## config.mk

```make
export PLATFORM = sky130hd
export DESIGN_NAME = board_debug_monitor_flat
export DESIGN_NICKNAME = d
export VERILOG_FILES = /design/src/rtl/board_debug_monitor_if.sv /design/src/rtl/board_debug_monitor.sv /design/src/flat_wrapper.sv
export SDC_FILE = /design/constraint.sdc
export NUM_CORES = 1
export LEC_CHECK = 0
export BUFFER_PORTS_ARGS = -buffer_cell sky130_fd_sc_hd__buf_2
export CAP_MARGIN = 15
export CELL_PAD_IN_SITES_DETAIL_PLACEMENT = 0
export CELL_PAD_IN_SITES_GLOBAL_PLACEMENT = 1
export CORE_AREA = 2 2 141 143
export DETAILED_ROUTE_END_ITERATION = 8
export DIE_AREA = 0 0 143 145
export PLACE_DENSITY_LB_ADDON = 0.08
export SYNTH_ARGS = -nofsm -noshare
export SYNTH_HDL_FRONTEND = slang
export SYNTH_SLANG_ARGS = --single-unit
export TNS_END_PERCENT = 30
```

## constraint.sdc

```tcl
create_clock -name CLK -period 2.3 [get_ports CLK]
set_input_delay 0.23 -clock CLK [delete_from_list [all_inputs] [get_ports CLK]]
set_output_delay 0.23 -clock CLK [all_outputs]
set_load 0.05 [all_outputs]
```

## src/rtl/board_debug_monitor_if.sv

```systemverilog
// Board-side bundle for board_debug_monitor: raw keys/switches, probe taps and core
// handshake in, core clock-enable and display drive out.
interface board_debug_monitor_if #(
    parameter int NUM_CH = 8,
    parameter int DATA_W = 32,
    parameter int LED_W  = 10
);
    logic [3:0]             key_n;
    logic [9:0]             sw;
    logic [NUM_CH*DATA_W-1:0] probe_data;
    logic                   cpu_completed;
    logic                   cpu_clk_en;
    logic [LED_W-1:0]       ledr;
    logic [6:0]             hex0;

    modport master (
        output key_n, sw, probe_data, cpu_completed,
        input  cpu_clk_en, ledr, hex0
    );

    modport slave (
        input  key_n, sw, probe_data, cpu_completed,
        output cpu_clk_en, ledr, hex0
    );
endinterface

```

## src/rtl/board_debug_monitor.sv

```systemverilog
// Debug/run controller: free-run or single-step clock-enable for the core, probe
// channel display on LEDs/HEX0. Define DBG_CYCLE_COUNT_EN to add a cycle-count channel.
module board_debug_monitor #(
    parameter int DIV_BITS        = 25,
    parameter int NUM_CH          = 8,
    parameter int DATA_W          = 32,
    parameter int LED_W           = 10,
    parameter int DEBOUNCE_CYCLES = 16
) (
    input logic                CLK,
    input logic                RSTN,
    board_debug_monitor_if.slave bus
);
`ifdef DBG_CYCLE_COUNT_EN
    localparam int NCH_EFF = NUM_CH + 1;
`else
    localparam int NCH_EFF = NUM_CH;
`endif
    localparam int CH_W  = $clog2(NUM_CH + 1);
    localparam int DB_W  = $clog2(DEBOUNCE_CYCLES + 1);
    localparam int PAD_A = (DATA_W > 4*LED_W) ? DATA_W : 4*LED_W;
    localparam int PAD_W = (PAD_A > 32) ? PAD_A : 32;

    typedef enum logic [1:0] {ST_STOP, ST_RUN, ST_STEP, ST_DONE} state_t;

    function automatic logic [6:0] hex_seg(input logic [3:0] v);
        case (v)
            4'h0: hex_seg = 7'b1000000;  4'h1: hex_seg = 7'b1111001;
            4'h2: hex_seg = 7'b0100100;  4'h3: hex_seg = 7'b0110000;
            4'h4: hex_seg = 7'b0011001;  4'h5: hex_seg = 7'b0010010;
            4'h6: hex_seg = 7'b0000010;  4'h7: hex_seg = 7'b1111000;
            4'h8: hex_seg = 7'b0000000;  4'h9: hex_seg = 7'b0010000;
            4'hA: hex_seg = 7'b0001000;  4'hB: hex_seg = 7'b0000011;
            4'hC: hex_seg = 7'b1000110;  4'hD: hex_seg = 7'b0100001;
            4'hE: hex_seg = 7'b0000110;  default: hex_seg = 7'b0001110;
        endcase
    endfunction

    logic [3:0]      key_s1_q, key_s2_q, key_db_q, key_db_d, press_q;
    logic [3:0]      sw_s1_q, sw_s2_q;
    logic [DB_W-1:0] db_cnt_q [4];
    logic [DB_W-1:0] db_cnt_d [4];
    logic [CH_W-1:0] ch_sel_q, ch_sel_d;
    state_t          state_q;
    logic [DIV_BITS-1:0] div_q;
    logic            en_q;
    logic [LED_W-1:0] ledr_q;
    logic [6:0]      hex0_q;
    logic [PAD_W-1:0] win_src;
    logic [CH_W-1:0] ch_idx;
    logic            unused_ok;

    assign unused_ok = ^{bus.sw[9:4], sw_s2_q[1], press_q[1]};

    // A key flips only after DEBOUNCE_CYCLES consecutive samples disagree with it.
    always_comb begin
        for (int k = 0; k < 4; k++) begin
            key_db_d[k] = key_db_q[k];
            db_cnt_d[k] = '0;
            if (key_s2_q[k] != key_db_q[k]) begin
                if (db_cnt_q[k] == DB_W'(DEBOUNCE_CYCLES - 1))
                    key_db_d[k] = key_s2_q[k];
                else
                    db_cnt_d[k] = db_cnt_q[k] + 1'b1;
            end
        end
    end

    always_ff @(posedge CLK or negedge RSTN) begin
        if (!RSTN) begin
            key_s1_q <= 4'hF;
            key_s2_q <= 4'hF;
            sw_s1_q  <= '0;
            sw_s2_q  <= '0;
            key_db_q <= 4'hF;
            press_q  <= '0;
            for (int k = 0; k < 4; k++) db_cnt_q[k] <= '0;
        end else begin
            key_s1_q <= bus.key_n;
            key_s2_q <= key_s1_q;
            sw_s1_q  <= bus.sw[3:0];
            sw_s2_q  <= sw_s1_q;
            key_db_q <= key_db_d;
            press_q  <= key_db_q & ~key_db_d;
            for (int k = 0; k < 4; k++) db_cnt_q[k] <= db_cnt_d[k];
        end
    end

    always_comb begin
        ch_sel_d = ch_sel_q;
        if (press_q[3] && !press_q[2])
            ch_sel_d = (ch_sel_q == CH_W'(NCH_EFF - 1)) ? '0 : ch_sel_q + 1'b1;
        else if (press_q[2] && !press_q[3])
            ch_sel_d = (ch_sel_q == '0) ? CH_W'(NCH_EFF - 1) : ch_sel_q - 1'b1;
    end

    // Completion overrides everything and is sticky until reset.
    always_ff @(posedge CLK or negedge RSTN) begin
        if (!RSTN) begin
            state_q  <= ST_STOP;
            div_q    <= '0;
            en_q     <= 1'b0;
            ch_sel_q <= '0;
        end else begin
            ch_sel_q <= ch_sel_d;
            if (bus.cpu_completed) begin
                state_q <= ST_DONE;
                en_q    <= 1'b0;
                div_q   <= '0;
            end else begin
                case (state_q)
                    ST_STOP: begin
                        en_q  <= 1'b0;
                        div_q <= '0;
                        if (sw_s2_q[0]) begin
                            state_q <= ST_RUN;
                        end else if (press_q[0]) begin
                            state_q <= ST_STEP;
                            en_q    <= 1'b1;
                        end
                    end
                    ST_RUN: begin
                        if (!sw_s2_q[0]) begin
                            state_q <= ST_STOP;
                            div_q   <= '0;
                            en_q    <= 1'b0;
                        end else begin
                            div_q <= div_q + 1'b1;
                            en_q  <= &div_q;
                        end
                    end
                    ST_STEP: begin
                        en_q    <= 1'b0;
                        state_q <= ST_STOP;
                    end
                    default: en_q <= 1'b0;
                endcase
            end
        end
    end

    assign bus.cpu_clk_en = en_q & ~bus.cpu_completed;

`ifdef DBG_CYCLE_COUNT_EN
    function automatic logic [31:0] sat_inc(input logic [31:0] v);
        sat_inc = (&v) ? v : v + 32'd1;
    endfunction

    logic [31:0] cyc_q;
    always_ff @(posedge CLK or negedge RSTN) begin
        if (!RSTN)               cyc_q <= '0;
        else if (bus.cpu_clk_en) cyc_q <= sat_inc(cyc_q);
    end
`endif

    assign ch_idx = (ch_sel_q < CH_W'(NUM_CH)) ? ch_sel_q : '0;

    // Zero-extend so windows reaching past DATA_W read as zeros.
    always_comb begin
        win_src = PAD_W'(bus.probe_data[ch_idx*DATA_W +: DATA_W]);
`ifdef DBG_CYCLE_COUNT_EN
        if (ch_sel_q == CH_W'(NUM_CH)) win_src = PAD_W'(cyc_q);
`endif
    end

    always_ff @(posedge CLK or negedge RSTN) begin
        if (!RSTN) begin
            ledr_q <= '0;
            hex0_q <= 7'h7F;
        end else begin
            ledr_q <= win_src[sw_s2_q[3:2]*LED_W +: LED_W];
            if (state_q == ST_DONE)
                hex0_q <= 7'b0100001;
`ifdef DBG_CYCLE_COUNT_EN
            else if (ch_sel_q == CH_W'(NUM_CH))
                hex0_q <= 7'b0100111;
`endif
            else
                hex0_q <= hex_seg(4'(ch_sel_q));
        end
    end

    assign bus.ledr = ledr_q;
    assign bus.hex0 = hex0_q;
endmodule

```

## src/flat_wrapper.sv

```systemverilog
// flat-port wrapper written by rule: the top's interface ports become plain ports
module board_debug_monitor_flat 
#(
    parameter int DIV_BITS        = 25,
    parameter int NUM_CH          = 8,
    parameter int DATA_W          = 32,
    parameter int LED_W           = 10,
    parameter int DEBOUNCE_CYCLES = 16
)
  (CLK, RSTN, bus_key_n, bus_sw, bus_probe_data, bus_cpu_completed, bus_cpu_clk_en, bus_ledr, bus_hex0);
  board_debug_monitor_if #(.NUM_CH(NUM_CH), .DATA_W(DATA_W), .LED_W(LED_W)) bus_i ();
  input logic CLK;
  input logic RSTN;
  input wire logic [$bits(bus_i.key_n)-1:0] bus_key_n;
  input wire logic [$bits(bus_i.sw)-1:0] bus_sw;
  input wire logic [$bits(bus_i.probe_data)-1:0] bus_probe_data;
  input wire logic [$bits(bus_i.cpu_completed)-1:0] bus_cpu_completed;
  output wire logic [$bits(bus_i.cpu_clk_en)-1:0] bus_cpu_clk_en;
  output wire logic [$bits(bus_i.ledr)-1:0] bus_ledr;
  output wire logic [$bits(bus_i.hex0)-1:0] bus_hex0;
  assign bus_i.key_n = bus_key_n;
  assign bus_i.sw = bus_sw;
  assign bus_i.probe_data = bus_probe_data;
  assign bus_i.cpu_completed = bus_cpu_completed;
  assign bus_cpu_clk_en = bus_i.cpu_clk_en;
  assign bus_ledr = bus_i.ledr;
  assign bus_hex0 = bus_i.hex0;
  board_debug_monitor #(.DIV_BITS(DIV_BITS), .NUM_CH(NUM_CH), .DATA_W(DATA_W), .LED_W(LED_W), .DEBOUNCE_CYCLES(DEBOUNCE_CYCLES)) u_core (.CLK(CLK), .RSTN(RSTN), .bus(bus_i));
endmodule
```

==> Word level (Yosys, flattened, before mapping) <==
Memories as Yosys holds them, arrays and structs flattened.
Cells that the tools add are included.
{ "totals": {"reg_bits": 93, "mem_bits_ro": 112, "inputBits": 273, "output_inout_bits": 18, "wordCells": 92, "n_memories": 1} }
{ "mem_list": {"columns": ["name", "depth", "width", "read_ports", "rd_clocked_by_memory_dff", "wr", "line", "source"], "rows": [
  ["(name not given)", 16, 7, 1, 0, 0, "board_debug_monitor.sv:27", "case (v)"]
]} }
{ "op_classes": {"addsub": 7, "mul": 1, "magnitude_cmp": 1, "eq_ne": 14, "shift": 2, "mux": 35, "bitwise_logic": 4, "reduce_logical": 11} }
{ "ops": {"columns": ["operator", "n"], "rows": [
  ["indexed part select 256 x 10 -> 32 bit", 1],
  ["two-way mux 25 bit", 2],
  ["one-hot mux 25 bit (2 select lines)", 1],
  ["two-way mux 5 bit", 8],
  ["indexed part select 40 x 7 -> 10 bit", 1],
  ["adder 25 x 1 -> 25 bit (second input constant)", 1],
  ["AND reduction 25 bit", 1],
  ["adder 5 x 1 -> 5 bit (second input constant)", 4],
  ["== test 5 x 4 -> 1 bit (second input constant)", 4],
  ["two-way mux 4 bit", 5],
  ["two-way mux 1 bit", 12],
  ["two-way mux 2 bit", 4],
  ["two-way mux 7 bit", 1],
  ["one-hot mux 2 bit (3 select lines)", 1],
  ["multiplier 2 x 3 -> 5 bit (second input constant)", 1],
  ["adder 4 x 1 -> 4 bit (second input constant)", 1],
  ["AND 4 bit", 1],
  ["== test 2 bit (second input constant)", 2],
  ["== test 4 x 3 -> 1 bit (second input constant)", 1],
  ["zero test 4 bit", 1],
  ["less-than comparator 4 bit (second input constant)", 1],
  ["inequality test 1 bit", 4],
  ["inequality test 4 x 2 -> 1 bit (second input constant)", 1],
  ["NOT 4 bit", 1],
  ["other kinds (13)", 15]
]} }

==> Longest topological paths before layout <==
Gate-level depths: netlist of run 1.
{ "logic_depth": {"word_depth": 5, "ltp_mapped": 9, "depth_no_buf": 7} }

==> Worst setup path before layout of run 1 <==
OpenSTA, ideal clock, no wires.
{ "synth_path": {"path_type": "register to register", "start": "register u_core.ch_sel_q[1]", "end": "register u_core.ch_sel_q[2]", "t_arrival_ns": 2.179, "setup_slack_ns": 0.000, "stages_incl_launch_ff": 10, "cell_sequence": "dfrtp_1 -> clkbuf_1 -> clkbuf_1 -> buf_1 -> inv_1 -> ha_1 -> ha_1 -> a211oi_1 -> a31oi_1 -> o22a_1"} }
{ "synth_between": {"elab_chain_len": 4, "word_cells_on_any_way": 8, "cone_classes": "add/sub (2); eq/ne (1); mux (4); reduce/logical (1)"} }
{ "synth_lines": {"columns": ["element", "line", "source"], "rows": [
  ["start: declaration", "board_debug_monitor.sv:43", "logic [CH_W-1:0] ch_sel_q, ch_sel_d;"],
  ["start signal: assignment", "board_debug_monitor.sv:105", "ch_sel_q <= ch_sel_d;"],
  ["subtractor 4 x 1 -> 4 bit or zero test 4 bit (tied branches)", "board_debug_monitor.sv:94", "ch_sel_d = (ch_sel_q == '0) ? CH_W'(NCH_EFF - 1) : ch_sel_q - 1'b1;"],
  ["two-way mux 4 bit", "board_debug_monitor.sv:94", null],
  ["two-way mux 4 bit", "board_debug_monitor.sv:93", "else if (press_q[2] && !press_q[3])"],
  ["two-way mux 4 bit (*)", "board_debug_monitor.sv:91", "if (press_q[3] && !press_q[2])"]
]} }
Mark *: on every way between the ends. The rest lies on a longest branch, timed or not. The select of a mux whose other input is x is not followed.
A chain may end at the register's enable or synchronous reset.

==> Worst setup path in the final report of run 1 <==
{ "layout_path": {"start": "register u_core.state_q[1]", "end": "register u_core.div_q[22]"} }
{ "layout_between": {"elab_chain_len": 3, "word_cells_on_any_way": 5, "cone_classes": "eq/ne (1); mux (2); reduce/logical (2)"} }
{ "layout_lines": {"columns": ["element", "line", "source"], "rows": [
  ["start: declaration", "board_debug_monitor.sv:44", "state_t state_q;"],
  ["start signal: assignment", "board_debug_monitor.sv:100", "state_q <= ST_STOP;"],
  ["start signal: assignment", "board_debug_monitor.sv:107", "state_q <= ST_DONE;"],
  ["start signal: assignment", "board_debug_monitor.sv:116", "state_q <= ST_RUN;"],
  ["== test 2 x 1 -> 1 bit or zero test 2 bit (tied branches)", "board_debug_monitor.sv:111", "case (state_q)"],
  ["one-hot mux 25 bit (2 select lines)", "board_debug_monitor.sv:111", null],
  ["two-way mux 25 bit", "board_debug_monitor.sv:106", "if (bus.cpu_completed) begin"],
  ["end signal: assignment", "board_debug_monitor.sv:128", "div_q <= div_q + 1'b1;"],
  ["end: declaration", "board_debug_monitor.sv:45", "logic [DIV_BITS-1:0] div_q;"]
]} }
Parallel ways exist; a longest one is shown, timed or not.

==> flow_summary.yaml, run 1 <==
worst_setup_path:
  startpoint: "u_core.state_q[1]$_DFFE_PN0P_"
  arrival_ns: 2.39
  crit_fanout: 6
  critPathCaptureType: "flip-flop"
  cp-start-kind: "flip-flop"
  r2r_start: "u_core.state_q[1]$_DFFE_PN0P_"
  cp.required_ns: 2.57
  path_class: "reg2reg"
clock_tree:
  cts_sinks: 82
  cts-resized-gates: 0
  clockBufferDepth: 2
  tritoncts: "built"
  clk_pin_slew_worst_paths_ns: 0.06
  cts-root-buf: "clkbuf_16"
  post-cts-setup-buffers: 0
  cts_buffers: 9
  clk_latency_ns: 0.33
  cts_max_level: 3
floorplan:
  start_util: 0.303
  die_y_um: 145
  die_w_um: 143
  die_area_um2: 20700
  core-area_um2: 19200
  row_count: 51
  io-pin-count: 291
sta:
  rsz0062_at_grt: "false"
  hold_viol_final: 0
  setup_violations: 0
  fin_setup_tns_ns: 0
  hold_ws_ns: 0.176
  worst_slack_ns: 0.172
  fin_crit_sh: 0.925
  worst_pin_slew_ns: 0.883
  fmax_mhz: 470
  slew_viol_final: 0
  maxSlewHeadroom: 0.410
  min_period_ns: 2.13
  finalClockSkew_ns: 0.00647
cells_and_area:
  nets: 1151
  fin_cells: 1137
  drive_above_1_share: 0.477
  area_growth_pct: 38.2
  mostFrequentLayoutCells: "buf_2, dfrtp_1, nor2_1"
  final_common_cell: "buf_2"
  final_util: 0.419
  stdcell_area_um2: 8050
  multi_input_area_um2: 3540
  fillCellCount: 1925
  register_area_um2: 2080
synth:
  synthArstFlopShare: 1.00
  synthCells: 569
  synth_nets: 857
  synthFlopType: "dfrtp_1"
  synth.distinct_cells: 62
  syn_area_um2: 5820
  yosys_warnings: 0
  avgSynthCellArea_um2: 10.2
  ys_ff_latch: 82
  ys_seq_area_frac: 0.356
  synth_edf_count: 0
power_and_ir_drop:
  internal_power_mw: 2.54
  seqPwrFrac: 0.443
  p_leak_nw: 3.68
  combinationalPowerShare: 0.162
  switchingPower_mw: 0.870
  powerDensity_nw_per_um2: 424
  ir_drop_mv: 0.319
  clockPowerShare: 0.395
  total_power_mw: 3.41
  swShare: 0.255
run_status:
  outcome: "completed"
drt:
  drt_iter0_drc: 289
  viasPerCell: 5.13
  vias: 5828
  antenna_left: 0
  drc: 0
  drtPass1Iterations: 5
  routedWlPerCell_um: 19.4
  totalWireLength_mm: 22.1
placement:
  portBuffers: 282
  gp_congestion: 0.858
  dp_cells: 1110
  hpwl_mm: 18.0
  dpl_cell_area_um2: 7690
  post-place-ws_ns: 0.229
global_route:
  grt_pass1_vias: 6210
  grt_max_degree: 37
  grt_pass1_wl_mm: 33.5
  track_usage: 0.210
  grt-ovfl-total: 0
  antenna_found_initial: 3
min_path:
  hp-class: "in2reg"
  hp-start: "bus_cpu_completed"
job:
  maxCapViolations: 0
synthesized netlist by cell type (all sizes together), types with 18 or more instances:
master  instances  area, um^2
o21ai          23         115
clkbuf         18        67.6
nand3          18        90.1
mux4           37         837
xor2           19         166
o221ai         19         166
nand2          44         168
mux2i          32         320
buf            19        90.1
nor2           59         226
dfrtp          66        1650
a21oi          29         145
kinds of logic (layout without fill, tap and decap cells):
group / count (synthesis) / in the layout / share of synthesized area
adders and majority gates: 15 / 15 / 0.0322
xor gates and xnor gates: 25 / 25 / 0.0376
other: 0 / 4 / 0
buffers and inverters: 51 / 350 / 0.0361
and+or+nand+nor: 187 / 187 / 0.164
AOI/OAI and AO/OA: 124 / 124 / 0.144
muxes: 85 / 85 / 0.230
DFF: 82 / 82 / 0.356
critical path, stage by stage, from the launching register on:
cell	delay (ns)
dfrtp_1	0.40
inv_1	0.11
ha_1	0.25
nor3_2	0.12
nor2_1	0.43
nand2_2	0.16
or4_1	0.50
nand2_1	0.09
final cells by class:
class,instances,area share
diodes,4,0.00124
multi-input cells,436,0.440
well taps,265,0.0412
clock inverters,4,0.00358
flip-flops and latches,82,0.258
inverters,14,0.00653
clock buffers,12,0.0306
repair buffers,320,0.218
power groups by stage:
stage / combinational (mW) / clock, mW / sequential (mW)
2_1_floorplan: 0.163 / 0 / 1.59
3_3_place_gp: 0.538 / 0 / 1.54
3_5_place_dp: 0.547 / 0 / 1.54
4_1_cts: 0.559 / 1.40 / 1.51
5_1_grt: 0.604 / 1.46 / 1.52
6_report: 0.551 / 1.35 / 1.51
flip-flops by register name (all words and copies together), names as in the netlist:
| name | flops |
|---|---|
| u_core.en_q | 1 |
| u_core.div_q | 25 |
| u_core.press_q | 3 |
| u_core.sw_s2_q | 3 |
| u_core.key_s2_q | 3 |
| u_core.sw_s1_q | 3 |
| u_core.db_cnt_q | 15 |
| u_core.bus.hex0 | 7 |
| u_core.state_q | 2 |
| u_core.ch_sel_q | 4 |
| u_core.bus.ledr | 10 |
| u_core.key_db_q | 3 |
| u_core.key_s1_q | 3 |
worst paths after layout:
check,endpoint,slack (ns),depth (start not counted)
hold / removal,u_core.en_q$_DFF_PN0_,0.18,2
min in group asynchronous,u_core.div_q[13]$_DFFE_PN0P_,0.41,2
setup / recovery,u_core.div_q[22]$_DFFE_PN0P_,0.17,7
setup reg to reg,u_core.div_q[22]$_DFFE_PN0P_,0.17,7
hold reg to reg,u_core.sw_s2_q[2]$_DFF_PN0_,0.35,0
max in group asynchronous,u_core.key_db_q[0]$_DFF_PN1_,1.18,3
routing by layer:
layer	part of all wire	track usage
met3	0.058	0.0347
met1	0.41	0.258
met2	0.50	0.374
met4	0.026	0.0658
met5	0	0
repair_timing:
item,4_1_cts,5_1_grt
hold endpoints to repair,39,0
hold buffers,7,0
setup endpoints to repair,0,0
(Power assumes the default switching activity.)
==> inputs of run 2 (changes only) <==
--- a/config.mk
+++ b/config.mk
@@ -9,9 +9,9 @@
 export CAP_MARGIN = 15
 export CELL_PAD_IN_SITES_DETAIL_PLACEMENT = 0
 export CELL_PAD_IN_SITES_GLOBAL_PLACEMENT = 1
-export CORE_AREA = 2 2 141 143
+export CORE_AREA = 2 2 148 136
 export DETAILED_ROUTE_END_ITERATION = 8
-export DIE_AREA = 0 0 143 145
+export DIE_AREA = 0 0 150 138
 export PLACE_DENSITY_LB_ADDON = 0.08
 export SYNTH_ARGS = -nofsm -noshare
 export SYNTH_HDL_FRONTEND = slang
==> flow_summary.yaml, run 2 (same netlist as run 1, synthesis figures left out) <==
cells_and_area:
  mostFrequentLayoutCells: "buf_2, dfrtp_1, nor2_1"
  n_antenna_cell: 0
  final_common_cell: "buf_2"
  final_util: 0.417
  drive_above_1_share: 0.480
  nets: 1153
  stdcell_area_um2: 8090
  top_register: "u_core.div_q"
  area_growth_pct: 38.9
  fillCellCount: 2001
  largest_reg_flops: 25
placement:
  post-place-ws_ns: 0.227
  portBuffers: 282
  dpl_cell_area_um2: 7720
  gp_congestion: 0.859
  hpwl_mm: 17.6
global_route:
  grt_max_degree: 37
  antenna_found_initial: 0
  grt-ovfl-total: 0
  grt_pass1_vias: 6001
  track_usage: 0.206
  grt_pass1_wl_mm: 32.7
drt:
  maxUsedRoutingLayer: "met4"
  antenna_left: 0
  drtPass1Iterations: 5
  drc: 0
  wl_met3_mm: 1.38
  routedWlPerCell_um: 19.2
  vias: 5751
  totalWireLength_mm: 21.6
  met1Wirelength_mm: 9.12
  drt_iter0_drc: 284
  viasPerCell: 5.11
  met2_length_mm: 10.7
floorplan:
  die_w_um: 150
  io-pin-count: 291
  die_area_um2: 20700
  die_y_um: 138
  start_util: 0.301
  core-area_um2: 19400
  row_count: 49
sta:
  setup_violations: 0
  slew_viol_final: 0
  rsz0062_at_grt: "false"
  worst_pin_slew_ns: 0.645
  fin_setup_tns_ns: 0
  fin_crit_sh: 0.888
  hold_ws_ns: 0.167
  fmax_mhz: 489
  maxSlewHeadroom: 0.569
  hold_viol_final: 0
  finalClockSkew_ns: 0.0106
  worst_slack_ns: 0.257
  min_period_ns: 2.04
clock_tree:
  cts_max_level: 3
  clk_pin_slew_worst_paths_ns: 0.06
  clockBufferDepth: 2
  cts_sinks: 82
  post-cts-setup-buffers: 0
  cts-root-buf: "clkbuf_16"
  cts_buffers: 9
  tritoncts: "built"
  clk_latency_ns: 0.35
worst_setup_path:
  cp-start-kind: "flip-flop"
  arrival_ns: 2.28
  path_class: "reg2reg"
  cp.required_ns: 2.54
  crit_fanout: 13
  critPathCaptureType: "flip-flop"
run_status:
  outcome: "completed"
min_path:
  hp-class: "in2reg"
power_and_ir_drop:
  powerDensity_nw_per_um2: 434
  p_leak_nw: 3.71
  ir_drop_mv: 0.444
job:
  maxCapViolations: 0
-- run 2: worst paths after layout --
kind	start	end	slack [ns]	depth (start not counted)
max in group asynchronous	RSTN	u_core.key_s1_q[0]$_DFF_PN1_	1.27	3
min in group asynchronous	RSTN	u_core.div_q[16]$_DFFE_PN0P_	0.36	2
max	u_core.ch_sel_q[3]$_DFFE_PN0P_	u_core.bus.ledr[1]$_DFF_PN0_	0.26	5
min	bus_cpu_completed	u_core.en_q$_DFF_PN0_	0.17	2
max reg2reg	u_core.ch_sel_q[3]$_DFFE_PN0P_	u_core.bus.ledr[1]$_DFF_PN0_	0.26	5
min reg2reg	u_core.sw_s1_q[2]$_DFF_PN0_	u_core.sw_s2_q[2]$_DFF_PN0_	0.34	0
-- run 2: timing repair --
action / CTS / global route
gates resized for setup: 0 / 1
hold endpoints to repair: 32 / 0
setup endpoints to repair: 0 / 1
hold buffers: 7 / 0
-- run 2: critical path, stage by stage (launching register included) --
cell and delay (ns):
dfrtp_2 0.52, or4b_2 0.78, a2bb2oi_1 0.17, o221ai_1 0.09, mux2i_1 0.10, mux2_2 0.27
-- run 2: cell type report --
| class | instances | area [um^2] | area share |
|---|---|---|---|
| clock buffers | 10 | 229 | 0.0283 |
| well taps | 255 | 319 | 0.0395 |
| repair buffers | 322 | 1790 | 0.222 |
| multi-input cells | 436 | 3540 | 0.438 |
| inverters | 14 | 52.6 | 0.00650 |
| clock inverters | 6 | 66.3 | 0.00820 |
| flip-flops and latches | 82 | 2080 | 0.257 |
-- run 2: through the flow --
step | total power [mW] | std cells
after floorplan | 1.75 | 569
final | 3.51 | 1125
after global placement | 2.08 | 1102
after global routing | 3.68 | 1125
after CTS | 3.57 | 1125
after detailed placement | 2.08 | 1102
-- run 2: layer usage --
layer,track usage,up-vias
met1,0.257,2788
met3,0.0502,28
met5,0,-
met4,0.0501,0
li1,-,2745
met2,0.357,190
-- run 2: power breakdown --
part	internal [mW]	leakage, nW	switching [mW]
Sequential	1.49	1.03	0.0257
Combinational	0.290	2.54	0.263
Clock	0.843	0.135	0.602
Total	2.62	3.71	0.891
==> inputs of run 3 (changes only) <==
--- a/config.mk
+++ b/config.mk
@@ -7,7 +7,7 @@
 export LEC_CHECK = 0
 export BUFFER_PORTS_ARGS = -buffer_cell sky130_fd_sc_hd__buf_2
 export CAP_MARGIN = 15
-export CELL_PAD_IN_SITES_DETAIL_PLACEMENT = 0
+export CELL_PAD_IN_SITES_DETAIL_PLACEMENT = 1
 export CELL_PAD_IN_SITES_GLOBAL_PLACEMENT = 1
 export CORE_AREA = 2 2 148 136
 export DETAILED_ROUTE_END_ITERATION = 8
==> flow_summary.yaml, run 3 (same netlist as run 1, synthesis figures left out) <==
run_status:
  outcome: "completed"
global_route:
  antenna_found_initial: 2
  use_met3: 0.0614
  grt_max_degree: 37
  grt_pass1_vias: 6554
  grt_pass1_wl_mm: 35.8
  grt-ovfl-total: 0
  busiest_layer: "met2"
  grt_use_met2: 0.389
  grt_use_met1: 0.267
  track_usage: 0.225
floorplan:
  io-pin-count: 291
  die_w_um: 150
  start_util: 0.301
  die_y_um: 138
  die_area_um2: 20700
  row_count: 49
  core-area_um2: 19400
sta:
  hold_viol_final: 0
  finalClockSkew_ns: 0.0102
  rsz0062_at_grt: "false"
  slew_viol_final: 0
  worst_pin_slew_ns: 0.687
  setup_violations: 0
  fin_setup_tns_ns: 0
  fin_crit_sh: 0.904
  hold_ws_ns: 0.159
  min_period_ns: 2.08
  worst_slack_ns: 0.220
  maxSlewHeadroom: 0.541
  fmax_mhz: 481
power_and_ir_drop:
  powerDensity_nw_per_um2: 462
  p_leak_nw: 3.75
  ir_drop_mv: 0.683
cells_and_area:
  largest_reg_flops: 25
  final_common_cell: "buf_2"
  nets: 1153
  fin_cells: 1127
  fillCellCount: 2317
  top_register: "u_core.div_q"
  area_growth_pct: 39.9
  drive_above_1_share: 0.482
  final_util: 0.420
  mostFrequentLayoutCells: "buf_2, dfrtp_1, nor2_1"
worst_setup_path:
  cp-start-kind: "flip-flop"
  cp.required_ns: 2.58
  path_class: "reg2reg"
  critPathCaptureType: "flip-flop"
  r2r_slack_ns: 0.22
  crit_fanout: 6
  arrival_ns: 2.36
drt:
  routedWlPerCell_um: 20.6
  antenna_left: 0
  drtPass1Iterations: 5
  drt_iter0_drc: 237
  totalWireLength_mm: 23.2
  viasPerCell: 5.25
  vias: 5922
  drc: 0
placement:
  portBuffers: 282
  post-place-ws_ns: 0.188
  gp_congestion: 0.859
  hpwl_mm: 18.9
  dp_cells: 1102
clock_tree:
  cts-root-buf: "clkbuf_16"
  cts_sinks: 82
  clk_pin_slew_worst_paths_ns: 0.06
  clockBufferDepth: 2
  tritoncts: "built"
  post-cts-setup-buffers: 0
  clk_latency_ns: 0.34
  cts_buffers: 9
  cts_max_level: 3
job:
  maxCapViolations: 0
min_path:
  hp-class: "in2reg"
-- run 3: cell count changes in the layout (fill, tap and decap cells not counted), sizes merged --
cell | before | now
bufinv | 1 | 3
clkinvlp | 3 | 1
diode | 0 | 2
-- run 3: worst paths after layout --
| path | start | to | depth (start not counted) |
|---|---|---|---|
| max | u_core.state_q[1]$_DFFE_PN0P_ | u_core.div_q[22]$_DFFE_PN0P_ | 7 |
| min | bus_cpu_completed | u_core.en_q$_DFF_PN0_ | 2 |
| max reg2reg | u_core.state_q[1]$_DFFE_PN0P_ | u_core.div_q[22]$_DFFE_PN0P_ | 7 |
| min reg2reg | u_core.sw_s1_q[2]$_DFF_PN0_ | u_core.sw_s2_q[2]$_DFF_PN0_ | 0 |
| max in group asynchronous | RSTN | u_core.key_db_q[0]$_DFF_PN1_ | 3 |
| min in group asynchronous | RSTN | u_core.div_q[16]$_DFFE_PN0P_ | 2 |
-- run 3: metrics by stage --
stage                     power [mW]  cell area [um^2]
after floorplan                 1.75              5820
after global placement          2.08              7720
after detailed placement        2.09              7720
after CTS                       3.83              8140
after global routing            3.94              8150
final                           3.76              8150
-- run 3: area by class of cell --
type | count | area (um^2) | share of cell area
Antenna cell | 2 | 5.00 | 0.000614
Clock buffer | 10 | 239 | 0.0293
Clock inverter | 6 | 111 | 0.0137
Inverter | 14 | 52.6 | 0.00645
Multi-Input combinational cell | 436 | 3540 | 0.435
Sequential cell | 82 | 2080 | 0.255
Tap cell | 255 | 319 | 0.0392
Timing Repair Buffer | 322 | 1790 | 0.220
-- run 3: repair_timing --
action | 4_1_cts | 5_1_grt
endpoints found under the setup margin | 0 | 3
resized for setup | 0 | 1
hold endpoints to repair | 32 | 0
hold buffers | 7 | 0
-- run 3: layer usage --
metal,part of all wire,routed length (um),vias up
met2,0.50,11600,195
met1,0.40,9380,2926
met5,0,0,-
met4,0.032,746,0
li1,-,-,2756
met3,0.066,1530,45
-- run 3: critical path, stage by stage, from the launching register on --
cell	delay, ns
dfrtp_1	0.40
inv_1	0.10
ha_1	0.26
nor3_2	0.10
nor2_1	0.42
nand2_2	0.16
or4_1	0.49
nand2_1	0.09
-- run 3: power by group --
part	switching, mW	leakage (nW)	internal (mW)
Combinational	0.269	2.54	0.291
Clock	0.597	0.169	1.09
Sequential	0.0256	1.03	1.49
Total	0.892	3.75	2.87
